<file path="config.mk">
export PLATFORM = sky130hd
export DESIGN_NAME = window_3x3_gen
export DESIGN_NICKNAME = d
export VERILOG_FILES = /design/src/rtl/window_3x3_gen.sv
export SDC_FILE = /design/constraint.sdc
export NUM_CORES = 1
export LEC_CHECK = 0
export CORE_MARGIN = 4
export CORE_UTILIZATION = 45
export CTS_BUF_LIST = sky130_fd_sc_hd__clkbuf_8
export CTS_CLUSTER_SIZE = 16
export DETAILED_ROUTE_END_ITERATION = 8
export SLEW_MARGIN = 20
export SYNTH_ARGS = -nofsm -noshare
export SYNTH_HDL_FRONTEND = slang
export SYNTH_SLANG_ARGS = --single-unit
</file>
<file path="constraint.sdc">
create_clock -name clk -period 4.35 [get_ports clk]
set_clock_uncertainty 0.15 [all_clocks]
set_input_delay 0.87 -clock clk [delete_from_list [all_inputs] [get_ports clk]]
set_output_delay 0.87 -clock clk [all_outputs]
set_load 0.01 [all_outputs]
</file>
<file path="src/rtl/window_3x3_gen.sv">
// Raster-scan 3x3 window generator: two line buffers plus a shifting 3x3 array, one window per accepted interior pixel.
// Latency 1 (accept to out_valid); in_ready = ~out_valid | out_ready; optional WIN_COORD_EN adds out_row/out_col.
module window_3x3_gen #(
    parameter int DATA_W     = 8,
    parameter int IMG_WIDTH  = 64,
    parameter int IMG_HEIGHT = 64
) (
    input  logic              clk,
    input  logic              rst_n,
    input  logic              in_valid,
    output logic              in_ready,
    input  logic [DATA_W-1:0] in_data,
    output logic              out_valid,
    input  logic              out_ready,
    output logic [DATA_W-1:0] p1,
    output logic [DATA_W-1:0] p2,
    output logic [DATA_W-1:0] p3,
    output logic [DATA_W-1:0] p4,
    output logic [DATA_W-1:0] p5,
    output logic [DATA_W-1:0] p6,
    output logic [DATA_W-1:0] p7,
    output logic [DATA_W-1:0] p8,
    output logic [DATA_W-1:0] p9
`ifdef WIN_COORD_EN
    ,
    output logic [15:0]       out_row,
    output logic [15:0]       out_col
`endif
);

    localparam int CW = $clog2(IMG_WIDTH);
    localparam int RW = $clog2(IMG_HEIGHT);
    localparam logic [CW-1:0] COL_LAST = CW'(IMG_WIDTH - 1);
    localparam logic [RW-1:0] ROW_LAST = RW'(IMG_HEIGHT - 1);

    typedef enum logic {FILL, RUN} state_t;

    state_t            state;
    logic [CW-1:0]     col;
    logic [RW-1:0]     row;
    logic [DATA_W-1:0] line_a [IMG_WIDTH];
    logic [DATA_W-1:0] line_b [IMG_WIDTH];
    logic [DATA_W-1:0] win [3][3];
    logic              accept;
    logic              emit;
    logic              eol;
    logic              eof;
    logic [DATA_W-1:0] top_new;
    logic [DATA_W-1:0] mid_new;

    assign in_ready = ~out_valid | out_ready;
    assign accept   = in_valid & in_ready;
    assign eol      = (col == COL_LAST);
    assign eof      = eol & (row == ROW_LAST);
    // Columns 0 and 1 of a line only refill the array; windows never wrap across lines.
    assign emit     = accept & (state == RUN) & (col >= CW'(2));
    assign top_new  = line_b[col];
    assign mid_new  = line_a[col];

    always_ff @(posedge clk) begin
        if (!rst_n) begin
            col   <= '0;
            row   <= '0;
            state <= FILL;
        end else if (accept) begin
            if (eol) begin
                col <= '0;
                row <= eof ? '0 : row + RW'(1);
            end else begin
                col <= col + CW'(1);
            end
            if (eof) begin
                state <= FILL;
            end else if (eol && row == RW'(1)) begin
                state <= RUN;
            end
        end
    end

    // Pixel storage is intentionally not reset; the FILL phase overwrites it before use.
    always_ff @(posedge clk) begin
        if (rst_n && accept) begin
            line_b[col] <= line_a[col];
            line_a[col] <= in_data;
            for (int i = 0; i < 3; i++) begin
                win[i][0] <= win[i][1];
                win[i][1] <= win[i][2];
            end
            win[0][2] <= top_new;
            win[1][2] <= mid_new;
            win[2][2] <= in_data;
        end
    end

    always_ff @(posedge clk) begin
        if (!rst_n) begin
            out_valid <= 1'b0;
            p1 <= '0; p2 <= '0; p3 <= '0;
            p4 <= '0; p5 <= '0; p6 <= '0;
            p7 <= '0; p8 <= '0; p9 <= '0;
`ifdef WIN_COORD_EN
            out_row <= '0;
            out_col <= '0;
`endif
        end else if (emit) begin
            out_valid <= 1'b1;
            p1 <= win[0][1]; p2 <= win[0][2]; p3 <= top_new;
            p4 <= win[1][1]; p5 <= win[1][2]; p6 <= mid_new;
            p7 <= win[2][1]; p8 <= win[2][2]; p9 <= in_data;
`ifdef WIN_COORD_EN
            out_row <= 16'(row) - 16'd1;
            out_col <= 16'(col) - 16'd1;
`endif
        end else if (out_ready) begin
            out_valid <= 1'b0;
        end
    end

endmodule

</file>
==> results.yml <==
placement:
  dpl.hpwl_mm: 69.5
  place_ws_ns: 0.449
  placed_area_um2: 47600
  place_congestion: 0.878
  portBuffers: 85
worst_setup_path:
  reg2reg_setup_slack_ns: 0.42
  r2r_end: "line_b[8][6]"
  criticalPathCategory: "reg2reg"
  path_max_fanout: 48
  crit_path_start_kind: "flip-flop"
  setup.worst_path.end_class: "flip-flop"
  worstPathArrival_ns: 4.30
  r2r_cells: 7
  crit_required_ns: 4.72
hold_path:
  worstHoldPathType: "reg2reg"
  whs_path_depth: 0
  min_from: "win[0][28]"
  hold_path_end: "win[0][36]"
floorplan:
  dieArea_um2: 104000
  start_util: 0.457
  core-area_um2: 97300
  die_h_um: 322
  boundaryPins: 86
  num_rows: 114
  die_width_um: 322
global_route:
  globalRouteTotalUtil: 0.218
  antenna_found_initial: 5
  grt-ovfl-total: 0
  grt_pass1_wl_mm: 164
  grt_max_degree: 67
  grt_pass1_vias: 23800
power_and_ir_drop:
  ir_drop_uv: 219
  netSwitchingFraction: 0.233
  p_sw_mw: 5.17
  seq_power_share: 0.563
  power_mw: 22.2
  clockPowerShare: 0.374
  combPwrFrac: 0.063
  internal_power_mw: 17.0
  p_leak_nw: 16.2
  p_per_area_nw_per_um2: 436
clock_network:
  numCtsBuffers: 177
  h-tree-depth: 4
  cts.clk_slew.worst_paths_ns: 0.06
  cts_tree: "built"
  cts-root-buf: "clkbuf_8"
  cts_setup_buffers: 0
  clock_sinks: 1164
  cts_resized: 0
  postCtsHoldBufs: 0
  cts.path.max_buffers: 3
  clock_latency_ns: 0.84
finish:
  drive_gt1_frac: 0.242
  reg_top3: "line_a: 512 flops, line_b: 512 flops, win: 48 flops"
  layout.nets: 2667
  syn2layout_area_growth_pct: 14.6
  fin_area_um2: 50900
detailed_routing:
  dr.first_iter.drc_count: 2407
  via_per_inst: 5.77
  drc: 0
  dr.pass1.iters: 5
  drt_wl_total_mm: 113
  vias: 23500
  wl_per_cell_um: 27.6
  drtAntennaViolNets: 0
synth:
  ys.flop_type: "edfxtp_1"
  synth_cell_types: 56
  synth_edf_count: 1072
  ys_ff_latch: 1164
  synthCells: 2342
  ys_warn_count: 0
  synth_nets: 2358
  synth_area_um2: 44400
  postSynth.asyncResetShare: 0
  syn_avg_cell_area_um2: 19.0
  synth_seq_area_share: 0.766
timing:
  drv_slew: 0
  fin_tns_setup_ns: 0
  final.period_utilization: 0.904
  max_slew_margin: 0.317
  setup_slack_ns: 0.416
  setup_viol: 0
  worst_pin_slew_ns: 1.03
  fmax_mhz: 254
  rsz0062_at_grt: "no"
  finalCriticalPeriod_ns: 3.93
  hold_viol: 0
run_status:
  status: "finished clean"
job:
  max_cap_violations: 0
-- metal layers --
metal	part of all wire	routed length, um	GRT usage
met1	0.43	48300	0.315
met2	0.46	51800	0.334
met5	0.00012	13	0
met4	0.024	2720	0.0636
met3	0.086	9660	0.0513
-- cell type report --
| class | count | area, um2 |
|---|---|---|
| timing repair buffer | 265 | 2390 |
| antenna | 2 | 5.00 |
| multi-input combinational | 1036 | 9590 |
| clock buffer | 188 | 2590 |
| tap | 1276 | 1600 |
| sequential | 1164 | 34000 |
| inverter | 7 | 26.3 |
| fill | 7737 | 46400 |
| clock inverter | 134 | 659 |
-- worst max-delay path by stage --
stage	to	slack, ns
after detailed placement	line_b[16][6]	0.45
after CTS	line_b[21][6]	0.42
after floorplan	line_a[30][0]	0.17
after global placement	line_b[16][6]	0.45
after global routing	line_b[4][6]	0.31
final	line_b[8][6]	0.42
-- layout by cell type (no fill, tap or decap), drive strengths merged, types with 5 or more instances in the layout --
| master | netlist | layout |
|---|---|---|
| inv | 6 | 64 |
| clkinv | 1 | 72 |
| a22oi | 14 | 14 |
| edfxtp | 1072 | 1072 |
| dfxtp | 92 | 92 |
| mux4 | 205 | 205 |
| o221ai | 13 | 13 |
| nand4 | 19 | 19 |
| a211oi | 6 | 6 |
| mux2 | 59 | 59 |
| a21oi | 59 | 59 |
| and2 | 6 | 6 |
| a31oi | 44 | 44 |
| a221oi | 15 | 15 |
| o21ai | 34 | 34 |
| clkbuf | 45 | 188 |
| mux2i | 47 | 47 |
| o22ai | 16 | 16 |
| xnor2 | 5 | 5 |
| buf | 90 | 188 |
| nand2 | 269 | 269 |
| nor2 | 86 | 86 |
| a22o | 18 | 18 |
| nor2b | 12 | 12 |
| clkdlybuf4s50 | 0 | 77 |
| nand2b | 20 | 20 |
| nand3 | 49 | 49 |
-- cells in the mapped netlist (3+ instances only) --
master,instances,area share
mux2_2,59,0.015
buf_12,4,0.0018
inv_1,6,0.00051
nand4_1,19,0.0027
o22ai_1,16,0.0023
nor2_1,85,0.0072
a221oi_1,15,0.0030
nor2b_1,12,0.0017
nand3b_1,4,0.00068
o221ai_1,13,0.0026
a22oi_1,14,0.0024
buf_1,3,0.00025
and2_1,5,0.00070
a22o_1,18,0.0035
buf_4,18,0.0030
dfxtp_1,92,0.041
edfxtp_1,1072,0.72
nand2b_1,20,0.0028
mux2i_1,47,0.011
a31oi_1,44,0.0062
buf_6,14,0.0035
a211oi_1,6,0.0010
xor2_1,4,0.00079
o21ai_0,30,0.0034
xnor2_1,5,0.00099
mux4_1,24,0.014
clkbuf_1,45,0.0038
nand3_1,49,0.0055
buf_2,51,0.0057
a21oi_1,59,0.0066
ha_1,4,0.0011
mux4_2,181,0.092
and3_1,3,0.00042
nand2_1,269,0.023
o21ai_1,4,0.00045
-- cells by family after synthesis --
kind of cell	Yosys count	synth area share
AOI/OAI and AO/OA	231	0.0339
muxes	311	0.131
DFF	1164	0.766
buffers and inverters	142	0.0188
xor gates and xnor gates	9	0.00177
adders and majority gates	4	0.00113
and+or+nand+nor	481	0.0468
-- worst max-delay path, stage by stage (launching register included) --
cell and delay [ns]:
dfxtp_4 0.94, buf_12 0.26, nand2_1 0.42, o22ai_1 0.51, o21ai_0 0.30, nand4_1 0.34, nand2_2 0.33, buf_12 0.30
-- stage by stage --
stage / std cells / utilization / hold WS (ns)
after CTS: 4070 / 0.523 / 0.294
after floorplan: 2342 / - / 0.276
final: 4072 / 0.523 / 0.297
after global placement: 3748 / 0.490 / 0.280
after detailed placement: 3748 / 0.490 / 0.281
after global routing: 4071 / 0.523 / 0.305
-- power groups by stage --
stage               combinational [mW]  clock (mW)  sequential [mW]
floorplan                        0.807           0             12.7
global placement                  1.38           0             12.7
detailed placement                1.41           0             12.7
CTS                               1.41        8.47             12.5
global route                      1.48        9.00             12.5
finish                            1.39        8.29             12.5
No activity file was read; power rests on OpenSTA's default activity.
